--- config.mk ---
export PLATFORM = sky130hd
export DESIGN_NAME = uart_console_rx
export DESIGN_NICKNAME = d
export VERILOG_FILES = /design/src/rtl/console_pkg.sv /design/src/rtl/bit_sync.sv /design/src/rtl/uart_console_rx.sv
export SDC_FILE = /design/constraint.sdc
export NUM_CORES = 1
export LEC_CHECK = 0
export CORE_MARGIN = 2
export CORE_UTILIZATION = 50
export DETAILED_ROUTE_END_ITERATION = 8
export PLACE_DENSITY = 0.7
export RECOVER_POWER = 50
export REMOVE_ABC_BUFFERS = 1
export SLEW_MARGIN = 20
export SYNTH_ARGS = -nofsm -noshare
export SYNTH_HDL_FRONTEND = slang
export SYNTH_SLANG_ARGS = --single-unit
--- constraint.sdc ---
create_clock -name CLK -period 2.93 [get_ports CLK]
set_input_delay 0.586 -clock CLK [delete_from_list [all_inputs] [get_ports CLK]]
set_output_delay 0.586 -clock CLK [all_outputs]
set_load 0.005 [all_outputs]
--- src/rtl/console_pkg.sv ---
// Shared types and constants for the console UART blocks.
package console_pkg;

    localparam int DATA_BITS            = 8;
    localparam int DEFAULT_CLKS_PER_BIT = 868;   // 100 MHz / 115200 baud

    // Receive (framing) FSM; PARITY is only reachable in 8E1 builds
    typedef enum logic [2:0] {
        IDLE,
        START,
        DATA,
        PARITY,
        STOP
    } rx_state_t;

    // Holding register / four-phase handshake FSM
    typedef enum logic [1:0] {
        EMPTY,
        FULL,
        WAIT_ACK_LOW
    } hs_state_t;

endpackage

--- src/rtl/bit_sync.sv ---
// Multi-flop synchroniser for a single asynchronous bit.
// Resets to 1 so an idle-high line does not look like an edge after reset.
module bit_sync #(
    parameter int SYNC_STAGES = 2
) (
    input  logic clk,
    input  logic reset_n,
    input  logic d,
    output logic q
);

    logic [SYNC_STAGES-1:0] sync_q;

    // Shift the asynchronous input through the synchroniser chain
    always_ff @(posedge clk) begin
        if (!reset_n) begin
            sync_q <= '1;
        end else begin
            sync_q <= {sync_q[SYNC_STAGES-2:0], d};
        end
    end

    assign q = sync_q[SYNC_STAGES-1];

endmodule

--- src/rtl/uart_console_rx.sv ---
// UART receiver feeding the console byte stream with a four-phase ack handshake.
// Default build: 8N1. Define UART_CONSOLE_RX_PARITY_EN for 8E1 with a
// PARITY_ERR pulse output.
module uart_console_rx
    import console_pkg::*;
#(
    parameter int CLKS_PER_BIT = DEFAULT_CLKS_PER_BIT,
    parameter int SYNC_STAGES  = 2
) (
    input  logic       CLK,
    input  logic       RESET,
    input  logic       RX,
    output logic [7:0] CONSOLE_IN,
    output logic       CONSOLE_IN_valid,
    input  logic       CONSOLE_IN_ack,
    output logic       FRAME_ERR,
    output logic       OVERRUN
`ifdef UART_CONSOLE_RX_PARITY_EN
    ,
    output logic       PARITY_ERR
`endif
);

    localparam int            BAUD_W    = $clog2(CLKS_PER_BIT);
    localparam logic [BAUD_W-1:0] BIT_LAST  = BAUD_W'(CLKS_PER_BIT - 1);
    localparam logic [BAUD_W-1:0] HALF_LAST = BAUD_W'(CLKS_PER_BIT / 2 - 1);
    localparam logic [2:0]        BIT_IDX_LAST = 3'(DATA_BITS - 1);

    logic                 rx_s;
    logic                 rx_prev;
    rx_state_t            rx_state, rx_next;
    hs_state_t            hs_state, hs_next;
    logic [BAUD_W-1:0]    baud_cnt;
    logic [2:0]           bit_cnt;
    logic [DATA_BITS-1:0] shift_reg;

    logic start_edge;
    logic half_done;
    logic bit_done;
    logic stop_sample;
    logic frame_good;
    logic frame_bad;
    logic parity_bad;

    bit_sync #(
        .SYNC_STAGES(SYNC_STAGES)
    ) u_rx_sync (
        .clk    (CLK),
        .reset_n(RESET),
        .d      (RX),
        .q      (rx_s)
    );

    // Receive FSM state register
    always_ff @(posedge CLK) begin
        if (!RESET) begin
            rx_state <= IDLE;
        end else begin
            rx_state <= rx_next;
        end
    end

    // Receive FSM next-state decode
    always_comb begin
        rx_next = rx_state;
        case (rx_state)
            IDLE:   if (start_edge) rx_next = START;
            START:  if (half_done)  rx_next = rx_s ? IDLE : DATA;
            DATA: begin
                if (bit_done && bit_cnt == BIT_IDX_LAST) begin
`ifdef UART_CONSOLE_RX_PARITY_EN
                    rx_next = PARITY;
`else
                    rx_next = STOP;
`endif
                end
            end
            PARITY: if (bit_done) rx_next = STOP;
            STOP:   if (bit_done) rx_next = IDLE;
            default: rx_next = IDLE;
        endcase
    end

    // Receive FSM sample strobes and frame verdicts
    always_comb begin
        // A start needs a 1->0 edge, so a held-low break cannot retrigger
        start_edge  = (rx_state == IDLE) && rx_prev && !rx_s;
        half_done   = (baud_cnt == HALF_LAST);
        bit_done    = (baud_cnt == BIT_LAST);
        stop_sample = (rx_state == STOP) && bit_done;
        frame_bad   = stop_sample && !rx_s;
        frame_good  = stop_sample && rx_s && !parity_bad;
    end

    // Baud and bit counters plus edge-detect history
    always_ff @(posedge CLK) begin
        if (!RESET) begin
            rx_prev  <= 1'b1;
            baud_cnt <= '0;
            bit_cnt  <= '0;
        end else begin
            rx_prev <= rx_s;
            case (rx_state)
                IDLE: begin
                    baud_cnt <= '0;
                    bit_cnt  <= '0;
                end
                START:   baud_cnt <= half_done ? '0 : baud_cnt + BAUD_W'(1);
                default: baud_cnt <= bit_done  ? '0 : baud_cnt + BAUD_W'(1);
            endcase
            // Wraps 7 -> 0 as the last data bit is taken
            if (rx_state == DATA && bit_done) begin
                bit_cnt <= bit_cnt + 3'd1;
            end
        end
    end

    // Shift data bits in LSB first
    always_ff @(posedge CLK) begin
        if (rx_state == DATA && bit_done) begin
            shift_reg <= {rx_s, shift_reg[DATA_BITS-1:1]};
        end
    end

`ifdef UART_CONSOLE_RX_PARITY_EN
    logic parity_bad_q;

    // Latch the even-parity check; reported and applied at the stop sample
    always_ff @(posedge CLK) begin
        if (!RESET) begin
            parity_bad_q <= 1'b0;
        end else if (rx_state == PARITY && bit_done) begin
            parity_bad_q <= rx_s ^ (^shift_reg);
        end
    end

    assign parity_bad = parity_bad_q;

    // Parity error pulse coincides with the stop-bit verdict
    always_ff @(posedge CLK) begin
        if (!RESET) begin
            PARITY_ERR <= 1'b0;
        end else begin
            PARITY_ERR <= stop_sample && parity_bad_q;
        end
    end
`else
    assign parity_bad = 1'b0;
`endif

    // Handshake FSM state register
    always_ff @(posedge CLK) begin
        if (!RESET) begin
            hs_state <= EMPTY;
        end else begin
            hs_state <= hs_next;
        end
    end

    // Handshake FSM next-state decode; only EMPTY accepts a new byte
    always_comb begin
        hs_next = hs_state;
        case (hs_state)
            EMPTY:        if (frame_good)      hs_next = FULL;
            FULL:         if (CONSOLE_IN_ack)  hs_next = WAIT_ACK_LOW;
            WAIT_ACK_LOW: if (!CONSOLE_IN_ack) hs_next = EMPTY;
            default:      hs_next = EMPTY;
        endcase
    end

    // Handshake FSM outputs: valid spans FULL and WAIT_ACK_LOW
    always_comb begin
        CONSOLE_IN_valid = (hs_state != EMPTY);
    end

    // Holding register and error pulses
    always_ff @(posedge CLK) begin
        if (!RESET) begin
            CONSOLE_IN <= '0;
            FRAME_ERR  <= 1'b0;
            OVERRUN    <= 1'b0;
        end else begin
            FRAME_ERR <= frame_bad;
            OVERRUN   <= frame_good && (hs_state != EMPTY);
            if (frame_good && hs_state == EMPTY) begin
                CONSOLE_IN <= shift_reg;
            end
        end
    end

endmodule

==> flow_metrics.tcl <==
set metrics [dict create \
    async_flop_share_pct 0 \
    ir_drop_v 0.000389 \
    post_cts_buffers 0 \
    clk_pin_slew_ns 0.13 \
    relSlewSlack_pct 43.4 \
    routedWlPerCell_microns 13.9 \
    fin_ws_ns 0.859 \
    core-area_sq_um 3280 \
    syn-cell-area_sq_um 1680 \
    cts_tree "built" \
    synthDistinctLibCells 41 \
    synth_edf_count 8 \
    post_cts_resized 0 \
    dp_hpwl_mm 2.24 \
    grt_max_degree 14 \
    numCtsBuffers 5 \
    grt_pass1_wl_mm 5.21 \
    n_antenna_cell 0 \
    max_freq_ghz 0.483 \
    ys_ff_latch 39 \
    critPathLaunchType "flop" \
    place.gp.congestion 0.812 \
    worstSetupEndpointType "flop" \
    crit_fanout 5 \
    p_leak_nw 0.701 \
    initial_utilization_pct 51.2 \
    tns_ns 0 \
    first_iter_violations 45 \
    cts_num_sinks 39 \
    gr-total-overflow 0 \
    syn_inst 166 \
    setup_viol 0 \
    syn-mean-instance-area_sq_um 10.1 \
    dp_cells 218 \
    ant_nets 0 \
    drive_gt1_share_pct 7.22 \
    tightestPinTransition_ns 0.841 \
    die_y_microns 62.0 \
    cts.path.max_buffers 2 \
    fill_cells 292 \
    grt_pass1_vias 1147 \
    avgViaCountPerCell 5.49 \
    status "finished, final reports clean" \
    ys_seq_area_share_pct 51.2 \
    pre_cts_ws_ns 0.785 \
    path_class "reg2reg" \
    clock_latency_ns 0.36 \
    synth_warnings 0 \
    drc_errors 0 \
    num_vias 1241 \
    antenna_found_initial 0 \
    synth_flop_cell "dfxtp_1" \
    hold_violations 0 \
    die_area_sq_um 3850 \
    port_buffers 14 \
    largest_reg_flops 10 \
    nNetsFinal 187 \
    ios 15 \
    finalCritPeriodShare_pct 70.7 \
    crit_required_ns 3.23 \
    dr.pass1.iters 4 \
    finalMaxSlewViolations 0 \
    ctsHoldBuffers 0 \
    fp.dieW_microns 62.0 \
    maxCapViolCount 0 \
    final_cells 226 \
    cts.htree.levels 2 \
    root_buffer "clkbuf_4" \
    syn_to_final_growth_pct 11.2 \
    track_usage_pct 19.0 \
    p_per_area_nw_per_um2 459 \
    rsz0062_at_grt "no" \
    arrival_ns 2.37 \
    routed_wl_mm 3.14 \
    fin_skew_ns 0.0155 \
    min_period_ns 2.07 \
    fp-row-count 21 \
    min_path_type "reg2reg" \
]
## metal layers
metal  vias up  global-route usage [%]  part of all wire, %
li1        613                       -                    -
met4         0                    7.29                  1.9
met1       589                    26.4                   50
met5         -                       0                    0
met2        34                    28.0                   43
met3         5                    5.59                  4.7
## area by class of cell
class                   instances  area (sq um)  area share [%]
well taps                      46          57.6            3.07
clock inverters                 3          20.0            1.07
clock buffers                   5          37.5            2.01
inverters                       5          18.8            1.00
flip-flops and latches         39           861            46.0
repair buffers                 15           144            7.69
multi-input cells             113           733            39.2
## synth_stat cells, drive strengths merged (3+ instances only)
cell type	instances	area share, %
nand2b	3	1.1
o21ai	9	2.7
edfxtp	8	14
and3	7	2.6
dfxtp	31	37
nor2	14	3.1
buf	5	2.0
xor2	7	3.6
nand2	8	1.8
ha	4	3.0
clkbuf	4	0.89
nor3b	4	2.1
inv	5	1.1
nand3	18	5.4
a21oi	13	4.1
## final timing paths
| check | startpoint | to | cells past startpoint | slack, ns |
|---|---|---|---|---|
| worst max-delay path | baud_cnt[0] | rx_state[2] | 5 | 0.86 |
| worst min-delay path | u_rx_sync.sync_q[0] | u_rx_sync.sync_q[1] | 1 | 0.44 |
| worst max register to register | baud_cnt[0] | rx_state[2] | 5 | 0.86 |
| worst min register to register | u_rx_sync.sync_q[0] | u_rx_sync.sync_q[1] | 1 | 0.44 |
## per-stage QoR
step / hold slack (ns) / instance area, sq um / power (W) / utilization [%]
2_1_floorplan: 0.386 / 1630 / 0.000586 / -
3_3_place_gp: 0.396 / 1840 / 0.000597 / 56.0
3_5_place_dp: 0.418 / 1840 / 0.000598 / 56.0
4_1_cts: 0.449 / 1900 / 0.000870 / 57.8
5_1_grt: 0.461 / 1870 / 0.000889 / 57.0
6_report: 0.439 / 1870 / 0.000859 / 57.0
## power breakdown
| group | total [W] | switching, W | leakage [nW] | internal [W] |
|---|---|---|---|---|
| Combinational | 0.0000295 | 0.0000158 | 0.350 | 0.0000137 |
| Clock | 0.000277 | 0.000185 | 0.0288 | 0.0000921 |
| Sequential | 0.000552 | 0.00000413 | 0.322 | 0.000548 |
| Total | 0.000859 | 0.000205 | 0.701 | 0.000654 |
## worst max-delay path: stages, from the launching register on
cell and delay, ns:
dfxtp_1 0.42, ha_1 0.23, and4bb_1 0.32, a2bb2oi_1 0.09, nor4_1 0.71, mux2i_1 0.26
## kinds of logic after synthesis
| family | after synthesis | share of synthesized area (%) |
|---|---|---|
| DFF | 39 | 51.2 |
| AOI/OAI and AO/OA | 29 | 12.3 |
| adders and majority gates | 4 | 2.97 |
| xor gates and xnor gates | 9 | 4.68 |
| buffers and inverters | 14 | 4.01 |
| and+or+nand+nor | 69 | 23.7 |
| muxes | 2 | 1.19 |
## cell usage in the layout (no fill, tap or decap), types with 2 or more instances in the layout
| cell type | Yosys | layout |
|---|---|---|
| dfxtp_1 | 31 | 31 |
| nand3_1 | 18 | 18 |
| nor2_1 | 14 | 14 |
| a21oi_1 | 12 | 12 |
| dlygate4sd3_1 | 0 | 11 |
| nand2_1 | 8 | 8 |
| edfxtp_1 | 8 | 8 |
| and3_1 | 7 | 7 |
| xor2_1 | 7 | 7 |
| inv_1 | 5 | 5 |
| o21ai_0 | 5 | 5 |
| clkbuf_4 | 0 | 5 |
| o21ai_1 | 4 | 4 |
| ha_1 | 4 | 4 |
| nor3b_1 | 3 | 3 |
| nand2b_1 | 3 | 3 |
| clkdlybuf4s50_1 | 0 | 3 |
| nand4_1 | 2 | 2 |
| nor2b_1 | 2 | 2 |
| nor3_1 | 2 | 2 |
| xnor2_1 | 2 | 2 |
| mux2i_1 | 2 | 2 |
(Power assumes the default switching activity.)
